<file path="src/rtl/echo_pkg.sv">
// Shared types, parameter defaults and velocity decay helper for the echo delay line.
package echo_pkg;

    localparam int SLOTS_DEF   = 16;
    localparam int DELAY_W_DEF = 24;
    localparam int MAX_REP_DEF = 4;

    // Time fields are sized for the widest supported counter; only the low DELAY_W bits carry data.
    localparam int TS_W = 32;

    typedef struct packed {
        logic            occupied;
        logic            on;
        logic [6:0]      note;
        logic [6:0]      vel;
        logic [8:0]      pb;
        logic [TS_W-1:0] due;
        logic [TS_W-1:0] delay;
        logic [3:0]      rem;
        logic [2:0]      decay_sh;
    } echo_slot_t;

    // Shift 0 means no decay; a non-zero velocity never decays to zero.
    function automatic logic [6:0] decay_vel(input logic [6:0] vel, input logic [2:0] sh);
        logic [6:0] nv;
        nv = vel - (vel >> sh);
        if (sh == 3'd0) begin
            nv = vel;
        end else if ((nv == 7'd0) && (vel != 7'd0)) begin
            nv = 7'd1;
        end
        return nv;
    endfunction

endpackage

</file>
<file path="src/rtl/echo_slot_arb.sv">
// Lowest-index priority encoder over a request vector.
// Purely combinational, zero latency; no flow control.
module echo_slot_arb #(
    parameter int N     = 16,
    parameter int IDX_W = (N > 1) ? $clog2(N) : 1
) (
    input  logic [N-1:0]     req_i,
    output logic [IDX_W-1:0] idx_o,
    output logic             found_o
);

    always_comb begin
        idx_o   = '0;
        found_o = 1'b0;
        for (int i = N - 1; i >= 0; i--) begin
            if (req_i[i]) begin
                idx_o   = IDX_W'(i);
                found_o = 1'b1;
            end
        end
    end

endmodule

</file>
<file path="src/rtl/echo_delay_line.sv">
// Echo delay line: replays note events as delayed, decaying repeats; first echo D+1 cycles after acceptance.
// One emission per cycle, no backpressure: a new event with no free slot is dropped and flagged on overflow.
module echo_delay_line
    import echo_pkg::*;
#(
    parameter int SLOTS   = SLOTS_DEF,
    parameter int DELAY_W = DELAY_W_DEF,
    parameter int MAX_REP = MAX_REP_DEF
) (
    input  logic               clk,
    input  logic               reset_n,
    input  logic               en,
    input  logic               in_valid,
    input  logic               in_on,
    input  logic [6:0]         in_note,
    input  logic [6:0]         in_vel,
    input  logic [8:0]         in_pb,
    input  logic [DELAY_W-1:0] delay,
    input  logic [3:0]         repeats,
    input  logic [2:0]         decay_sh,
    output logic               out_valid,
    output logic               out_on,
    output logic [6:0]         out_note,
    output logic [6:0]         out_vel,
    output logic [8:0]         out_pb,
    output logic               busy,
    output logic               overflow
);

    localparam int              IDX_W   = (SLOTS > 1) ? $clog2(SLOTS) : 1;
    localparam logic [TS_W-1:0] TS_MASK = {TS_W{1'b1}} >> (TS_W - DELAY_W);
    localparam logic [TS_W-1:0] TS_HALF = TS_W'(1) << (DELAY_W - 1);
    localparam logic [3:0]      REP_MAX = 4'(MAX_REP);

    echo_slot_t         slot_q [SLOTS];
    echo_slot_t         slot_d [SLOTS];
    logic [DELAY_W-1:0] now_q, now_d;
    logic               out_valid_q, out_valid_d;
    logic               out_on_q, out_on_d;
    logic [6:0]         out_note_q, out_note_d;
    logic [6:0]         out_vel_q, out_vel_d;
    logic [8:0]         out_pb_q, out_pb_d;
    logic               busy_q, busy_d;
    logic               overflow_q, overflow_d;

    logic [TS_W-1:0]    now_ext;
    logic [SLOTS-1:0]   free_req, due_req;
    logic [IDX_W-1:0]   free_idx, due_idx;
    logic               free_found, due_found;
    echo_slot_t         new_slot, emit_slot;
    logic [TS_W-1:0]    new_dly;
    logic [3:0]         new_rem;
    logic [6:0]         new_vel;

    assign now_ext = TS_W'(now_q);

    // A slot is due once (now - due) is non-negative in DELAY_W-bit two's complement.
    always_comb begin
        for (int i = 0; i < SLOTS; i++) begin
            free_req[i] = ~slot_q[i].occupied;
            due_req[i]  = slot_q[i].occupied && (((now_ext - slot_q[i].due) & TS_HALF) == '0);
        end
    end

    echo_slot_arb #(.N(SLOTS), .IDX_W(IDX_W)) u_free_arb (
        .req_i   (free_req),
        .idx_o   (free_idx),
        .found_o (free_found)
    );

    echo_slot_arb #(.N(SLOTS), .IDX_W(IDX_W)) u_due_arb (
        .req_i   (due_req),
        .idx_o   (due_idx),
        .found_o (due_found)
    );

    always_comb begin
        new_dly = (delay == '0) ? TS_W'(1) : TS_W'(delay);
        if (repeats == 4'd0) begin
            new_rem = 4'd1;
        end else if (repeats > REP_MAX) begin
            new_rem = REP_MAX;
        end else begin
            new_rem = repeats;
        end
        new_vel = '0;
        if (in_on) begin
            new_vel = (in_vel > 7'd1) ? (in_vel >> 1) : in_vel;
        end
        new_slot.occupied = 1'b1;
        new_slot.on       = in_on;
        new_slot.note     = in_note;
        new_slot.vel      = new_vel;
        new_slot.pb       = in_pb;
        new_slot.due      = (now_ext + new_dly) & TS_MASK;
        new_slot.delay    = new_dly;
        new_slot.rem      = new_rem;
        new_slot.decay_sh = decay_sh;
    end

    always_comb begin
        slot_d      = slot_q;
        now_d       = now_q;
        emit_slot   = slot_q[due_idx];
        out_valid_d = 1'b0;
        overflow_d  = 1'b0;
        out_on_d    = out_on_q;
        out_note_d  = out_note_q;
        out_vel_d   = out_vel_q;
        out_pb_d    = out_pb_q;
        if (en) begin
            now_d = now_q + DELAY_W'(1);
            if (due_found) begin
                out_valid_d = 1'b1;
                out_on_d    = emit_slot.on;
                out_note_d  = emit_slot.note;
                out_vel_d   = emit_slot.vel;
                out_pb_d    = emit_slot.pb;
                // Reschedule on the original grid so a late emission does not drift the chain.
                if (emit_slot.rem > 4'd1) begin
                    slot_d[due_idx].due = (emit_slot.due + emit_slot.delay) & TS_MASK;
                    slot_d[due_idx].rem = emit_slot.rem - 4'd1;
                    if (emit_slot.on) begin
                        slot_d[due_idx].vel = decay_vel(emit_slot.vel, emit_slot.decay_sh);
                    end
                end else begin
                    slot_d[due_idx].occupied = 1'b0;
                end
            end
            if (in_valid) begin
                if (free_found) begin
                    slot_d[free_idx] = new_slot;
                end else begin
                    overflow_d = 1'b1;
                end
            end
        end
        busy_d = 1'b0;
        for (int i = 0; i < SLOTS; i++) begin
            busy_d = busy_d | slot_d[i].occupied;
        end
    end

    always_ff @(posedge clk or negedge reset_n) begin
        if (!reset_n) begin
            now_q <= '0;
            for (int i = 0; i < SLOTS; i++) begin
                slot_q[i] <= '0;
            end
            out_valid_q <= 1'b0;
            out_on_q    <= 1'b0;
            out_note_q  <= '0;
            out_vel_q   <= '0;
            out_pb_q    <= '0;
            busy_q      <= 1'b0;
            overflow_q  <= 1'b0;
        end else begin
            now_q       <= now_d;
            slot_q      <= slot_d;
            out_valid_q <= out_valid_d;
            out_on_q    <= out_on_d;
            out_note_q  <= out_note_d;
            out_vel_q   <= out_vel_d;
            out_pb_q    <= out_pb_d;
            busy_q      <= busy_d;
            overflow_q  <= overflow_d;
        end
    end

    assign out_valid = out_valid_q;
    assign out_on    = out_on_q;
    assign out_note  = out_note_q;
    assign out_vel   = out_vel_q;
    assign out_pb    = out_pb_q;
    assign busy      = busy_q;
    assign overflow  = overflow_q;

endmodule

</file>
<file path="config.mk">
export PLATFORM = sky130hd
export DESIGN_NAME = echo_delay_line
export DESIGN_NICKNAME = d
export VERILOG_FILES = /design/src/rtl/echo_pkg.sv /design/src/rtl/echo_slot_arb.sv /design/src/rtl/echo_delay_line.sv
export SDC_FILE = /design/constraint.sdc
export NUM_CORES = 2
export LEC_CHECK = 0
export CAP_MARGIN = 10
export CORE_ASPECT_RATIO = 1.4
export CORE_MARGIN = 10
export CORE_UTILIZATION = 50
export CTS_BUF_LIST = sky130_fd_sc_hd__clkbuf_16
export DETAILED_ROUTE_END_ITERATION = 8
export PLACE_DENSITY = 0.63
export SLEW_MARGIN = 5
export SYNTH_ARGS = -nofsm -noshare
export SYNTH_HDL_FRONTEND = slang
export SYNTH_SLANG_ARGS = --single-unit
</file>
<file path="constraint.sdc">
create_clock -name clk -period 17.7 [get_ports clk]
set_clock_uncertainty 0.2 [all_clocks]
set_input_delay 5.31 -clock clk [delete_from_list [all_inputs] [get_ports clk]]
set_output_delay 5.31 -clock clk [all_outputs]
set_load 0.05 [all_outputs]
</file>
==> After elaboration in Yosys (flattened, before gate mapping) <==
Cells that the tools add are included.
{ "word_totals": {"output_inout_bits": 27, "register_bits": 1587} }
{ "op_classes": {"bitwise": 17, "reduce_logical": 41, "n_shift": 1, "mux": 105, "add_sub_neg": 21, "magnitude_cmp": 7} }
{ "op_table": {"columns": ["op", "n"], "rows": [
  ["1536-bit 2-to-1 mux", 7],
  ["1536-bit bitwise mux", 5],
  ["96-bit demux with 4-bit select", 5],
  ["32-bit zero test", 16],
  ["96-bit binary-select mux with 4-bit select", 1],
  ["24-bit subtractor", 16],
  ["96-bit 2-to-1 mux", 2],
  ["95-bit 2-to-1 mux", 2],
  ["4-bit 2-to-1 mux", 34],
  ["87-bit 2-to-1 mux", 1],
  ["71-bit 2-to-1 mux", 1],
  ["7-bit 2-to-1 mux", 9],
  ["24-bit adder", 2],
  ["1-bit 2-to-1 mux", 37],
  ["24-bit by 1-bit adder with 24-bit output, second input constant", 1],
  ["24-bit zero test", 1],
  ["24-bit 2-to-1 mux", 1],
  ["1-bit logical AND", 19],
  ["1-bit bitwise OR", 15],
  ["5-bit >= comparator, second input constant", 2],
  ["5-bit by 1-bit less-than comparator with 1-bit output, second input constant", 2],
  ["4-bit NOT with 5-bit output", 2],
  ["7-bit by 1-bit > comparator with 1-bit output, second input constant", 1],
  ["7-bit zero test", 1],
  ["other kinds (9)", 9]
]} }

==> Logic depth before layout (Yosys ltp) <==
{ "depth": {"word_depth": 57, "depth_mapped": 45, "ltp_nobuf": 35} }

==> Cells and area by module <==
From an unflattened synthesis, not the netlist that was laid out.
{ "hier_totals": {"hier_cells": 6644, "hier_area_um2": 75667.6} }
{ "by_module_without_submodules": {"columns": ["module", "cells_each", "seq_area_each_um2", "n_inst", "area_per_inst_um2"], "rows": [
  ["echo_delay_line", 6578, 33306.9, 1, 75309.7],
  ["echo_slot_arb", 33, 0.0, 2, 178.9]
]} }

==> Least setup slack after synthesis <==
Ideal clock, no wire load.
{ "synth_timing": {"path_kind": "input-to-reg", "from": "input delay[23]", "to": "register slot_q[734] (netlist name)", "required_time_ns": 17.423, "arrival_ns": 9.976, "path_buffers": 3, "cell_stages": 26, "setup_slack_ns": 7.447, "cell_sequence": "clkbuf_1 > nor4_1 > nand4_1 > nor2_1 > nor2_1 > clkbuf_1 > inv_1 > ha_1 > a21o_1 > a21oi_1 > o21ai_0 > a21oi_1 > o21ai_0 > a2111o_1 > o311ai_0 > o211a_1 > a21oi_1 > a211o_1 > or4_1 > o311ai_0 > o21bai_1 > a21oi_1 > xnor2_1 > clkbuf_1 > o22ai_1 > a21oi_1"} }
{ "synth_between": {"elab_chain_len": 6} }
{ "synth_rtl": {"columns": ["element", "line", "source"], "rows": [
  ["from (decl)", "echo_delay_line.sv:18", "input logic [DELAY_W-1:0] delay,"],
  ["24-bit zero test", "echo_delay_line.sv:78", "new_dly = (delay == '0) ? TS_W'(1) : TS_W'(delay);"],
  ["24-bit 2-to-1 mux (*)", "echo_delay_line.sv:78", null],
  ["24-bit adder (*)", "echo_delay_line.sv:95", "new_slot.due = (now_ext + new_dly) & TS_MASK;"],
  ["1536-bit bitwise mux (*)", "echo_delay_line.sv:132", "slot_d[free_idx] = new_slot;"],
  ["1536-bit 2-to-1 mux (*)", "echo_delay_line.sv:131", "if (free_found) begin"],
  ["1536-bit 2-to-1 mux (*)", "echo_delay_line.sv:130", "if (in_valid) begin"],
  ["to (signal assigned)", "echo_delay_line.sv:159", "slot_q <= slot_d;"],
  ["to (decl)", "echo_delay_line.sv:35", "echo_slot_t slot_q [SLOTS];"]
]} }
Every way passes the cells marked *; elsewhere a longest branch is shown, timed or not.
A chain may end at the register's enable or synchronous reset.

==> Final worst setup path <==
{ "layout_timing": {"from": "register now_q[21]", "to": "register slot_q[830] (netlist name)"} }
{ "layout_between": {"elab_chain_len": 34, "elab_cells_between_ends": 106, "classes_between": "18 x add/sub; 3 x order compare; 51 x mux; 1 x bitwise; 33 x reduce/logical"} }
{ "layout_rtl": {"columns": ["element", "line", "source"], "rows": [
  ["from (decl)", "echo_delay_line.sv:37", "logic [DELAY_W-1:0] now_q, now_d;"],
  ["from (signal assigned)", "echo_delay_line.sv:158", "now_q <= now_d;"],
  ["24-bit subtractor", "echo_delay_line.sv:61", "due_req[i] = slot_q[i].occupied && (((now_ext - slot_q[i].due) & TS_HALF) == '0);"],
  ["32-bit zero test", "echo_delay_line.sv:61", null],
  ["1-bit logical AND", "echo_delay_line.sv:61", null],
  ["4-bit 2-to-1 mux (16 in a row)", "echo_slot_arb.sv:16", "if (req_i[i]) begin"],
  ["4-bit NOT with 5-bit output (implied by the code)", null, null],
  ["96-bit binary-select mux with 4-bit select (tied with other cells)", "echo_delay_line.sv:104", "emit_slot = slot_q[due_idx];"],
  ["95-bit 2-to-1 mux (implied by the code) or 1-bit logical AND (tied branches)", "echo_delay_line.sv:104, echo_delay_line.sv:121", null],
  ["95-bit 2-to-1 mux (implied by the code) or 71-bit 2-to-1 mux (tied branches)", "echo_delay_line.sv:104, echo_delay_line.sv:121", null],
  ["(+3 left out)", null, null],
  ["1536-bit bitwise mux", "echo_delay_line.sv:124", "slot_d[due_idx].vel = decay_vel(emit_slot.vel, emit_slot.decay_sh);"],
  ["1536-bit 2-to-1 mux", "echo_delay_line.sv:123", "if (emit_slot.on) begin"],
  ["1536-bit 2-to-1 mux", "echo_delay_line.sv:120", "if (emit_slot.rem > 4'd1) begin"],
  ["1536-bit 2-to-1 mux", "echo_delay_line.sv:113", "if (due_found) begin"],
  ["1536-bit 2-to-1 mux", "echo_delay_line.sv:111", "if (en) begin"],
  ["1536-bit bitwise mux", "echo_delay_line.sv:132", null],
  ["1536-bit 2-to-1 mux", "echo_delay_line.sv:131", null],
  ["1536-bit 2-to-1 mux (*)", "echo_delay_line.sv:130", null]
]} }
Every way passes the cells marked *; elsewhere a longest branch is shown, timed or not. The select of a mux whose other input is x is not followed.

==> results.yml <==
worst_setup_path:
  crit_path_frequent_cell: "a21oi_1"
  cp_slowest_cell: "a221oi_1"
  critPathLaunchType: "flop"
  crit_path_max_fanout: 29
  endpoint_kind: "flop"
  crit_required_ns: 18.24
  slowest_delay_ns: 1.12
  critPathKind: "flop to flop"
  critPathArrivalTime_ns: 13.39
grt:
  globalRouteOverflowTotal: 0
  grtUsageTotal_pct: 38.29
  grt_pass1_wl_um: 479000
  grt_start_max_net_pins: 172
  grt_pass1_vias: 69880
  antenna_found_initial: 20
timing:
  fin_crit_sh_pct: 72.58
  timing.hold.ws_ns: 0.2761
  setup_viol: 0
  rsz0062_at_grt: "false"
  worst_pin_slew_ns: 1.516
  hold_viol_final: 0
  slew-limit-headroom_pct: -1.091
  drv_slew: 1
  finalCriticalPeriod_ns: 12.85
  fmax_ghz: 0.07785
  fin_setup_tns_ns: 0
worst_hold_path:
  hold_path_class: "flop to flop"
synthesis:
  yosys.cell_types.count: 96
  synth.net_count: 9222
  synth-seq-cells: 1331
  yosysWarningCount: 0
  synthArstFlopShare_pct: 100.0
  synth-edff-count: 0
  syn_inst: 8753
  synth_area_per_cell_um2: 8.681
  yosysSeqAreaShare_pct: 43.83
  synthFlopType: "dfrtp_1"
  syn_area_um2: 75990
placement:
  placed_area_um2: 78820
  hpwlAfterDp_um: 203600
  place.gp.congestion: 1.032
  portBuffers: 85
outcome:
  status: "complete, but fails checks"
  violations: "slew limit"
floorplanning:
  coreArea_um2: 151400
  initial_utilization_pct: 50.19
  die_area_um2: 168200
  die_w_um: 349.5
  die_h_um: 481.3
  row_count: 169
  pin_count: 86
cts:
  cts_tree: "built"
  hold_buffers: 0
  clkSinkCount: 1331
  post_cts_buffers: 0
  clk_path_buf_depth: 3
  cts.reportedPaths.clkPinSlew_ns: 0.07
  post_cts_resized: 0
  h-tree-depth: 4
  cts_buffers: 143
  insertion_delay_ns: 0.83
  cts-root-buf: "clkbuf_16"
routing:
  via_per_inst: 6.819
  drt-initial-drc-count: 9512
  totalWireLength_um: 330900
  vias: 72230
  postRouteAntennaNets: 0
  wl_per_cell_um: 31.24
  firstDrtPassIters: 6
  drc: 0
final_layout:
  stdcell_area_um2: 83370
  nets: 8972
  drive_above_1_share_pct: 10.27
  layout_commonest_cell: "nand2_1"
  layout_common_cells: "2158 x nand2_1, 1331 x dfrtp_1, 521 x o22ai_1"
  area_growth_pct: 9.715
flow_run:
  drv_cap: 0
==> synthesized netlist by cell type, drive strengths merged, types with 12 or more instances <==
| master | count | share of area, % |
|---|---|---|
| o21ai | 245 | 1.6 |
| a21o | 68 | 0.67 |
| ha | 407 | 6.7 |
| buf | 91 | 0.54 |
| nand3 | 171 | 1.1 |
| and2 | 17 | 0.14 |
| o211ai | 59 | 0.58 |
| inv | 434 | 2.1 |
| nor4 | 24 | 0.21 |
| o21a | 16 | 0.16 |
| o21bai | 12 | 0.12 |
| a221o | 25 | 0.33 |
| and4 | 21 | 0.24 |
| or2 | 17 | 0.14 |
| nor2b | 19 | 0.16 |
| or3 | 13 | 0.11 |
| xor2 | 33 | 0.38 |
| mux2 | 357 | 5.3 |
| mux2i | 55 | 0.72 |
| o221ai | 56 | 0.65 |
| and3 | 129 | 1.1 |
| a31oi | 175 | 1.4 |
| xnor2 | 56 | 0.65 |
| a211oi | 84 | 0.83 |
| nand2b | 28 | 0.23 |
| a22o | 24 | 0.28 |
| dfrtp | 1331 | 44 |
| nand2 | 2169 | 11 |
| nor2 | 374 | 1.9 |
| clkbuf | 627 | 3.1 |
| a21oi | 418 | 2.8 |
| nand4 | 59 | 0.49 |
| nor3 | 58 | 0.40 |
| a22oi | 331 | 3.3 |
| or4 | 12 | 0.12 |
| o22ai | 521 | 4.3 |
| a221oi | 70 | 0.82 |
==> critical path: cells and delay by family (launching register included) <==
family	cells	cell delay (ns)
DFF	1	0.36
AOI/OAI and AO/OA	20	6.16
xor gates and xnor gates	1	0.97
buffers and inverters	2	0.84
and+or+nand+nor	9	3.33
adders and majority gates	2	0.78
==> area by class of cell <==
type	count	area (µm²)
Sequential cell	1331	33310
Fill cell	13960	68030
Inverter	436	1637
Multi-Input combinational cell	6268	38670
Antenna cell	9	22.52
Timing Repair Buffer	323	2778
Clock inverter	115	895.9
Clock buffer	144	3603
Tap cell	1966	2460
==> metal layers <==
metal | routed length (µm) | part of all wire [%] | GRT usage (%)
met1 | 120300 | 36 | 46.25
met4 | 30120 | 9.1 | 30.10
met5 | 158 | 0.048 | 0
met2 | 145300 | 44 | 58.40
met3 | 34910 | 11 | 9.294
==> worst paths after layout <==
check	start	end	slack (ns)	depth (start not counted)
setup / recovery	now_q[21]	slot_q[830]	4.85	34
hold / removal	flop	flop	0.28	2
setup reg to reg	now_q[21]	slot_q[830]	4.85	34
hold reg to reg	flop	flop	0.28	2
max in group asynchronous	reset_n	asynchronous set/reset pin	9.48	4
min in group asynchronous	reset_n	slot_q[1483]	4.26	1
==> cells by family after synthesis <==
group | count (synthesis) | synth area share (%)
AND/OR/NAND/NOR | 3131 | 17.22
AO/OA/AOI/OAI | 2226 | 19.33
flip-flops | 1331 | 43.83
buffers and inverters | 1154 | 5.796
multiplexers | 412 | 6.015
adder cells (fa/ha/maj) | 410 | 6.780
XOR/XNOR | 89 | 1.026
==> per-stage QoR <==
| step | setup WS (ns) | std cells | utilization (%) |
|---|---|---|---|
| 2_1_floorplan | 7.447 | 8753 | - |
| 3_3_place_gp | 5.260 | 10320 | 52.05 |
| 3_5_place_dp | 5.462 | 10320 | 52.06 |
| 4_1_cts | 5.390 | 10580 | 55.03 |
| 5_1_grt | 4.696 | 10590 | 55.06 |
| 6_report | 4.854 | 10590 | 55.07 |
Power is left out: the tool's default activity adds up to more than one toggle a clock period on the data nets, which glitch-free logic cannot reach.
